### src/rtl/clken_stream_bridge_if.sv
// Signal bundle between a full-rate byte producer, the bridge, and a cpu_clken-gated consumer.
// The master side drives the producer and consumer controls; the slave side is the bridge.
interface clken_stream_bridge_if #(
  parameter int AW = 2
);
  logic          cpu_clken;
  logic [7:0]    in_data;
  logic          in_valid;
  logic          in_ready;
  logic [7:0]    out_data;
  logic          out_valid;
  logic          out_ack;
  logic          overflow;
  logic          ovf_clear;
  logic [AW:0]   level;

  modport master (
    output cpu_clken, in_data, in_valid, out_ack, ovf_clear,
    input  in_ready, out_data, out_valid, overflow, level
  );

  modport slave (
    input  cpu_clken, in_data, in_valid, out_ack, ovf_clear,
    output in_ready, out_data, out_valid, overflow, level
  );
endinterface

### src/rtl/clken_stream_bridge.sv
// Byte FIFO from a full-rate producer to an output register that only changes on cpu_clken edges.
// Bytes offered while the FIFO is full are dropped and latch the sticky overflow flag.
module clken_stream_bridge #(
  parameter int DEPTH = 4,
  parameter int AW    = 2
) (
  input  logic                 sys_clock,
  input  logic                 reset,
  clken_stream_bridge_if.slave bus
);

  typedef enum logic {
    ST_EMPTY = 1'b0,
    ST_FULL  = 1'b1
  } out_state_e;

  localparam logic [AW:0] L_DEPTH = (AW+1)'(DEPTH);

  logic [7:0]    r_mem [DEPTH];
  logic [AW-1:0] r_wr_ptr;
  logic [AW-1:0] r_rd_ptr;
  logic [AW:0]   r_level;
  logic [7:0]    r_out_data;
  logic          r_overflow;
  out_state_e    r_state;
  out_state_e    w_state_nxt;

  logic w_in_ready;
  logic w_push;
  logic w_refuse;
  logic w_fifo_nempty;
  logic w_pop;
  logic w_out_valid;

  // Ready comes from registered occupancy only, so a same-cycle pop never frees a slot early.
  assign w_in_ready    = (r_level != L_DEPTH);
  assign w_push        = bus.in_valid && w_in_ready;
  assign w_refuse      = bus.in_valid && !w_in_ready;
  assign w_fifo_nempty = (r_level != '0);

  always_ff @(posedge sys_clock) begin
    if (reset) begin
      r_state <= ST_EMPTY;
    end else begin
      r_state <= w_state_nxt;
    end
  end

  always_comb begin
    w_state_nxt = r_state;
    if (bus.cpu_clken) begin
      case (r_state)
        ST_EMPTY: if (w_fifo_nempty) w_state_nxt = ST_FULL;
        ST_FULL:  if (bus.out_ack && !w_fifo_nempty) w_state_nxt = ST_EMPTY;
      endcase
    end
  end

  // A FULL register with ack and a waiting byte reloads in place, giving a gapless handoff.
  always_comb begin
    w_out_valid = 1'b0;
    w_pop       = 1'b0;
    case (r_state)
      ST_EMPTY: begin
        w_pop = bus.cpu_clken && w_fifo_nempty;
      end
      ST_FULL: begin
        w_out_valid = 1'b1;
        w_pop       = bus.cpu_clken && bus.out_ack && w_fifo_nempty;
      end
    endcase
  end

  always_ff @(posedge sys_clock) begin
    if (w_push) begin
      r_mem[r_wr_ptr] <= bus.in_data;
    end
  end

  always_ff @(posedge sys_clock) begin
    if (reset) begin
      r_wr_ptr <= '0;
      r_rd_ptr <= '0;
      r_level  <= '0;
    end else begin
      if (w_push) r_wr_ptr <= r_wr_ptr + 1'b1;
      if (w_pop)  r_rd_ptr <= r_rd_ptr + 1'b1;
      case ({w_push, w_pop})
        2'b10:   r_level <= r_level + 1'b1;
        2'b01:   r_level <= r_level - 1'b1;
        default: r_level <= r_level;
      endcase
    end
  end

  // Going EMPTY leaves the last byte visible on out_data.
  always_ff @(posedge sys_clock) begin
    if (reset) begin
      r_out_data <= 8'h00;
    end else if (w_pop) begin
      r_out_data <= r_mem[r_rd_ptr];
    end
  end

  always_ff @(posedge sys_clock) begin
    if (reset) begin
      r_overflow <= 1'b0;
    end else if (w_refuse) begin
      r_overflow <= 1'b1;
    end else if (bus.ovf_clear) begin
      r_overflow <= 1'b0;
    end
  end

  assign bus.in_ready  = w_in_ready;
  assign bus.out_data  = r_out_data;
  assign bus.out_valid = w_out_valid;
  assign bus.overflow  = r_overflow;
  assign bus.level     = r_level;

endmodule

### src/flat_wrapper.sv
// flat-port wrapper written by rule: the top's interface ports become plain ports
module clken_stream_bridge_flat 
#(
  parameter int DEPTH = 4,
  parameter int AW    = 2
)
  (sys_clock, reset, bus_cpu_clken, bus_in_data, bus_in_valid, bus_out_ack, bus_ovf_clear, bus_in_ready, bus_out_data, bus_out_valid, bus_overflow, bus_level);
  clken_stream_bridge_if #(.AW(AW)) bus_i ();
  input  logic sys_clock;
  input  logic reset;
  input wire logic [$bits(bus_i.cpu_clken)-1:0] bus_cpu_clken;
  input wire logic [$bits(bus_i.in_data)-1:0] bus_in_data;
  input wire logic [$bits(bus_i.in_valid)-1:0] bus_in_valid;
  input wire logic [$bits(bus_i.out_ack)-1:0] bus_out_ack;
  input wire logic [$bits(bus_i.ovf_clear)-1:0] bus_ovf_clear;
  output wire logic [$bits(bus_i.in_ready)-1:0] bus_in_ready;
  output wire logic [$bits(bus_i.out_data)-1:0] bus_out_data;
  output wire logic [$bits(bus_i.out_valid)-1:0] bus_out_valid;
  output wire logic [$bits(bus_i.overflow)-1:0] bus_overflow;
  output wire logic [$bits(bus_i.level)-1:0] bus_level;
  assign bus_i.cpu_clken = bus_cpu_clken;
  assign bus_i.in_data = bus_in_data;
  assign bus_i.in_valid = bus_in_valid;
  assign bus_i.out_ack = bus_out_ack;
  assign bus_i.ovf_clear = bus_ovf_clear;
  assign bus_in_ready = bus_i.in_ready;
  assign bus_out_data = bus_i.out_data;
  assign bus_out_valid = bus_i.out_valid;
  assign bus_overflow = bus_i.overflow;
  assign bus_level = bus_i.level;
  clken_stream_bridge #(.DEPTH(DEPTH), .AW(AW)) u_core (.sys_clock(sys_clock), .reset(reset), .bus(bus_i));
endmodule
### config.mk
export PLATFORM = sky130hd
export DESIGN_NAME = clken_stream_bridge_flat
export DESIGN_NICKNAME = d
export VERILOG_FILES = /design/src/rtl/clken_stream_bridge_if.sv /design/src/rtl/clken_stream_bridge.sv /design/src/flat_wrapper.sv
export SDC_FILE = /design/constraint.sdc
export NUM_CORES = 1
export LEC_CHECK = 0
export ABC_CLOCK_PERIOD_IN_PS = 3100
export CORE_ASPECT_RATIO = 0.5
export CORE_UTILIZATION = 53
export DETAILED_ROUTE_END_ITERATION = 7
export GPL_TIMING_DRIVEN = 0
export MAX_ROUTING_LAYER = met4
export PLACE_DENSITY = 0.86
export SYNTH_ARGS = -nofsm -noshare
export SYNTH_HDL_FRONTEND = slang
export SYNTH_SLANG_ARGS = --single-unit
### constraint.sdc
create_clock -name sys_clock -period 3.1 [get_ports sys_clock]
set_clock_uncertainty 0.05 [all_clocks]
set_input_delay 0.62 -clock sys_clock [delete_from_list [all_inputs] [get_ports sys_clock]]
set_output_delay 0.62 -clock sys_clock [all_outputs]
set_load 0.05 [all_outputs]
==> results.yml <==
outcome:
  outcome: "completed"
setup_path:
  cp.required_ns: 3.29
  startpoint_type: "primary input"
  worst-endpoint-arrival_ns: 3.01
  crit_path_end_kind: "flip-flop"
  startpoint: "bus_cpu_clken"
  critPathKind: "primary input to flip-flop"
  path_max_fanout: 10
  rr_startpoint: "u_core.bus.level[2]$_SDFFE_PP0P_"
timing:
  fmax_ghz: 0.354
  max_slew.worst_pin.slew_ns: 0.528
  slew_violations: 0
  hold_viol_final: 0
  period_share_pct: 91.2
  min_period_ns: 2.83
  setup_viol: 0
  rsz0062_at_grt: "no"
  timing.final.ws_setup_ns: 0.273
  slew_headroom_pct: 64.7
  setup-tns-final_ns: 0
route:
  initialDrtViolationCount: 82
  vias_per_cell: 5.73
  antenna_left: 0
  vias: 1307
  wl_per_cell_um: 17.7
  drt_pass1_iterations: 4
  drc_errors: 0
  drt-total-wl_um: 4030
place:
  io_buffers: 25
  placedCellCount: 220
  place_ws_ns: -0.0248
  dp_hpwl_um: 2800
  gp_congestion: 0.778
synth:
  ys.flop_type: "edfxtp_1"
  yosys_warnings: 0
  syn_area_per_cell_um2: 14.2
  synth.distinct_cells: 30
  synth_top_area_cell: "edfxtp_1"
  synth_nets: 164
  yosys.area.top_type_share_pct: 47.1
  synth_cells: 144
  synthesis.area_um2: 2040
  synth_area_leaders: "edfxtp_1 47%, dfxtp_1 17%, mux4_2 8.8%"
  seq_area_frac_synth_pct: 63.8
  ys_async_sr_fraction_pct: 0
  synth_seq_cells: 49
  synth_edf_count: 32
global_route:
  grt_pass1_vias: 1232
  grt_usage_pct: 22.7
  gr-total-overflow: 0
  grt_pass1_wl_um: 6290
  grt_max_degree: 16
  antenna_found_initial: 0
cts:
  hold_buffers: 0
  cts.sinks: 49
  cts_tree: "built"
  cts-root-buf: "clkbuf_8"
  clk_pin_slew_ns: 0.09
  postCtsResizedCells: 0
  cts_setup_buffers: 0
  clock_path_buffers: 2
  cts-htree-levels: 2
  clkLatencyLatePin_ns: 0.31
  cts_buffers: 5
worst_hold_path:
  worstHoldPathType: "flip-flop to flip-flop"
  hold_start: "u_core.bus.out_data[1]$_SDFFE_PP0P_"
final_layout:
  post_route_cells_drive_above_1_share_pct: 15.3
  finalNonFillerCells: 228
  diodes: 0
  syn_to_final_growth_pct: 20.7
  fin_nets: 196
floorplanning:
  dieHeight_um: 45.9
  dieArea_um2: 4110
  core_um2: 3550
  dieWidth_um: 89.7
  num_io_pins: 28
  initial_core_util_pct: 57.5
  num_rows: 15
pwr:
  leakagePower_nw: 0.834
  p_total_mw: 2.10
  vdd_drop_max_v: 0.000345
  p_per_area_nw_per_um2: 852
flow_run:
  drv_cap: 0
## flip-flops by register name, indices dropped and copies added, names as in the netlist
register,flops
u_core.bus.out_data,8
u_core.r_wr_ptr,2
u_core.bus.overflow,1
u_core.r_rd_ptr,2
u_core.r_state,1
u_core.r_mem,32
u_core.bus.level,3
## placed cells by master (no fill, tap or decap), drive strengths merged
| master | Yosys | final |
|---|---|---|
| or3 | 2 | 2 |
| inv | 6 | 6 |
| nor2b | 2 | 2 |
| dfxtp | 17 | 17 |
| ha | 5 | 5 |
| xor2 | 2 | 2 |
| mux2 | 1 | 1 |
| clkbuf | 7 | 13 |
| or3b | 1 | 1 |
| nand2 | 2 | 2 |
| and3 | 4 | 4 |
| a22oi | 1 | 1 |
| nand4 | 10 | 10 |
| or4 | 1 | 1 |
| clkdlybuf4s50 | 0 | 25 |
| bufinv | 0 | 1 |
| o21ai | 1 | 1 |
| mux4 | 8 | 8 |
| a21o | 2 | 2 |
| nand3 | 2 | 2 |
| edfxtp | 32 | 32 |
| nand2b | 2 | 2 |
| nor2 | 5 | 5 |
| buf | 5 | 5 |
| fa | 1 | 1 |
| clkinv | 0 | 1 |
| o31ai | 9 | 9 |
| a21oi | 14 | 14 |
| nor3 | 2 | 2 |
## power breakdown
part | total, mW | internal [mW] | switching [mW] | leakage (nW)
Sequential | 0.857 | 0.794 | 0.0630 | 0.433
Combinational | 0.787 | 0.302 | 0.485 | 0.346
Clock | 0.452 | 0.240 | 0.213 | 0.0552
## cells by family (layout without fill, tap and decap cells)
| logic type | after synthesis | count (layout) | share of synthesized area (%) |
|---|---|---|---|
| and+or+nand+nor | 33 | 33 | 9.52 |
| adders and majority gates | 6 | 6 | 4.05 |
| muxes | 9 | 9 | 9.39 |
| xor gates and xnor gates | 2 | 2 | 0.860 |
| buffers and inverters | 18 | 51 | 4.05 |
| AOI/OAI and AO/OA | 27 | 27 | 8.29 |
| DFF | 49 | 49 | 63.8 |
## synth_stat cells, types with 3 or more instances
cell and n:
edfxtp_1 32, dfxtp_1 17, a21oi_1 13, nand4_1 10
o31ai_1 9, mux4_2 8, clkbuf_1 7, inv_1 6
ha_1 5, nor2_1 5, and3_2 4, buf_2 3
## through the flow
step	util (%)	cell area, um2	hold slack (ns)
finish	69.3	2460	0.423
global route	69.3	2460	0.433
floorplan	-	2040	0.527
CTS	69.3	2460	0.424
detailed placement	66.3	2350	0.413
global placement	66.3	2350	0.404
## per-layer routing
metal  global-route usage [%]  part of all wire (%)  up-vias
li1                         -                     -      612
met2                     35.8                    47       48
met1                     26.8                    44      637
met3                     6.83                   6.0       10
met4                     13.8                   2.6        0
met5                        -                     0        -
## worst paths after layout
kind                                                            end  slack, ns  cells after the start
worst max register to register     u_core.bus.level[2]$_SDFFE_PP0P_       0.55                      9
worst max-delay path               u_core.bus.level[2]$_SDFFE_PP0P_       0.27                     10
worst min-delay path            u_core.bus.out_data[1]$_SDFFE_PP0P_       0.42                      2
worst min register to register  u_core.bus.out_data[1]$_SDFFE_PP0P_       0.42                      2
## worst max-delay path, stage by stage
cell and delay [ns]:
clkdlybuf4s50_1 0.51, inv_1 0.06, clkbuf_1 0.21, nor3_1 0.25
ha_1 0.22, inv_1 0.06, fa_1 0.38, xor2_1 0.16
or3_2 0.40, a21oi_1 0.15
## area by class of cell
| class | count | area (um2) |
|---|---|---|
| repair buffers | 25 | 250 |
| flip-flops and latches | 49 | 1300 |
| inverters | 6 | 22.5 |
| fillers | 246 | 1090 |
| plain buffers | 12 | 60.1 |
| clock buffers | 6 | 72.6 |
| multi-input cells | 77 | 654 |
| clock inverters | 2 | 35.0 |
| well taps | 51 | 63.8 |
No activity file was read; power rests on OpenSTA's default activity.
==> RTL change: new RTL, same flow settings <==
Make the reset (`reset`) asynchronous in 4 clocked blocks.
--- a/src/rtl/clken_stream_bridge.sv
+++ b/src/rtl/clken_stream_bridge.sv
@@ -38,7 +38,7 @@
   assign w_refuse      = bus.in_valid && !w_in_ready;
   assign w_fifo_nempty = (r_level != '0);
 
-  always_ff @(posedge sys_clock) begin
+  always_ff @(posedge sys_clock or posedge reset) begin
     if (reset) begin
       r_state <= ST_EMPTY;
     end else begin
@@ -77,7 +77,7 @@
     end
   end
 
-  always_ff @(posedge sys_clock) begin
+  always_ff @(posedge sys_clock or posedge reset) begin
     if (reset) begin
       r_wr_ptr <= '0;
       r_rd_ptr <= '0;
@@ -94,7 +94,7 @@
   end
 
   // Going EMPTY leaves the last byte visible on out_data.
-  always_ff @(posedge sys_clock) begin
+  always_ff @(posedge sys_clock or posedge reset) begin
     if (reset) begin
       r_out_data <= 8'h00;
     end else if (w_pop) begin
@@ -102,7 +102,7 @@
     end
   end
 
-  always_ff @(posedge sys_clock) begin
+  always_ff @(posedge sys_clock or posedge reset) begin
     if (reset) begin
       r_overflow <= 1'b0;
     end else if (w_refuse) begin
Behaviour: differs if reset is asserted again (counterexample within 4 cycles, from zero or initial values and one cycle with reset high); with reset held inactive, the same outputs for 10 cycles.
==> RTL change against the unedited design <==
Wire length decreased by 25%; sequential cell count unchanged; worst hold slack gained 0.037 ns; synthesized area shrank 1.1%; final cell count decreased by 16%; sequential power increased by 16%; first-iteration DRC count fell by 26%; clock power shrank 23%; setup slack improved by 0.28 ns; power rose by 16%; final area is 1.2% lower; largest cell class unchanged.
==> RTL change: results (changes against the unedited design) <==
vias per std cell 5.04 (was 5.73); status finished clean (unchanged); Async S/R FF share, synth 0.347 (was 0); Switching Share 0.368 (was 0.363); syn_nets 126 (was 164); CP Class flop to output port (was primary input to flop); Total GRT Usage 0.180 (was 0.227); Skew-Pair Late Insertion Delay 0.29 ns (was 0.31 ns); count of cell types in the netlist 26 (was 30); Flop+latch power 993 uW (was 857 uW); Post-Layout Cell Count 192 (was 228); Seq/Total Area, Yosys 0.688 (was 0.638); DP HPWL 2.02 mm (was 2.80 mm); number of cells after detailed placement 184 (was 220); crit path DAT 1.88 ns (was 3.01 ns); Worst Hold Class flop to flop (unchanged); largest net degree at the start of global routing 18 (was 16); First DRT Iteration DRCs 61 (was 82); slowest stage delay, CP 0.72 ns (was 0.51 ns); met3 routed wirelength 124 um (was 241 um); relative slew slack 0.550 (was 0.647); Nets 160 (was 196); top post-synthesis cells by count edfxtp_1, dfrtp_1, inv_1, mux2_4 (was edfxtp_1, dfxtp_1, a21oi_1, nand4_1, o31ai_1); Pleak 0.000931 uW (was 0.000834 uW); n_diodes 0 (unchanged); Hold Crit Start u_core.bus.level[2] (was u_core.bus.out_data[1]); Clk network pwr share 0.143 (was 0.216); gate count of the mapped netlist 106 (was 144); total routed wirelength 3.02 mm (was 4.03 mm); RR Startpoint u_core.bus.level[0] (was u_core.bus.level[2]); gpl congestion 0.688 (was 0.778); worst vdd ir 295 uV (was 345 uV); number of global-route vias before repair 946 (was 1,232); fillcell total 241 (was 246); crit-path max FO 5 (was 10); first-pass GRT wire length 4.68 mm (was 6.29 mm); Placed Area 2350 um^2 (about the same); ratio of cells with drive above 1 in the final layout 0.170 (was 0.153); DR top layer met3 (was met4)
## RTL change: per-layer routing
metal / GRT usage / up-vias
met1: 0.244 / 489
met3: 0.0543 / 0
met5: - / -
met4: 0.0571 / 0
li1: - / 458
met2: 0.266 / 20
## RTL change: cell families (layout without fill, tap and decap cells)
logic type | after synthesis | after routing | share of synthesized area
mux | 18 | 18 | 0.165
simple gates | 12 | 12 | 0.0348
compound gates | 3 | 3 | 0.0112
flops | 49 | 49 | 0.688
buf+inv | 12 | 47 | 0.0341
fa+ha+maj | 6 | 6 | 0.0410
xor+xnor | 6 | 6 | 0.0261
## RTL change: stage by stage
| stage | setup slack, ns | hold slack [ns] | util | power [uW] |
|---|---|---|---|---|
| after global placement | 0.377 | 0.442 | 0.666 | 2070 |
| after global routing | 0.459 | 0.478 | 0.689 | 2560 |
| after floorplan | 0.799 | 0.484 | - | 1790 |
| final | 0.550 | 0.460 | 0.689 | 2420 |
| after CTS | 0.500 | 0.467 | 0.689 | 2450 |
| after detailed placement | 0.332 | 0.446 | 0.666 | 2110 |
## RTL change: final cells by class
class | count | area [um^2] | share of cell area
sequential | 49 | 1390 | 0.570
multi-input combinational | 45 | 561 | 0.231
timing repair buffer | 27 | 270 | 0.111
clock buffer | 5 | 68.8 | 0.0283
tap | 51 | 63.8 | 0.0262
buffer | 3 | 35.0 | 0.0144
inverter | 9 | 33.8 | 0.0139
clock inverter | 3 | 12.5 | 0.00515
## RTL change: final timing paths
check	endpoint	slack [ns]	cells past startpoint
max in group asynchronous	u_core.bus.out_data[6]	1.89	2
min	u_core.bus.level[2]	0.46	1
min reg2reg	u_core.bus.level[2]	0.46	1
max	bus_in_ready	0.55	3
max reg2reg	u_core.bus.level[2]	0.91	9
min in group asynchronous	u_core.bus.out_data[4]	0.67	2
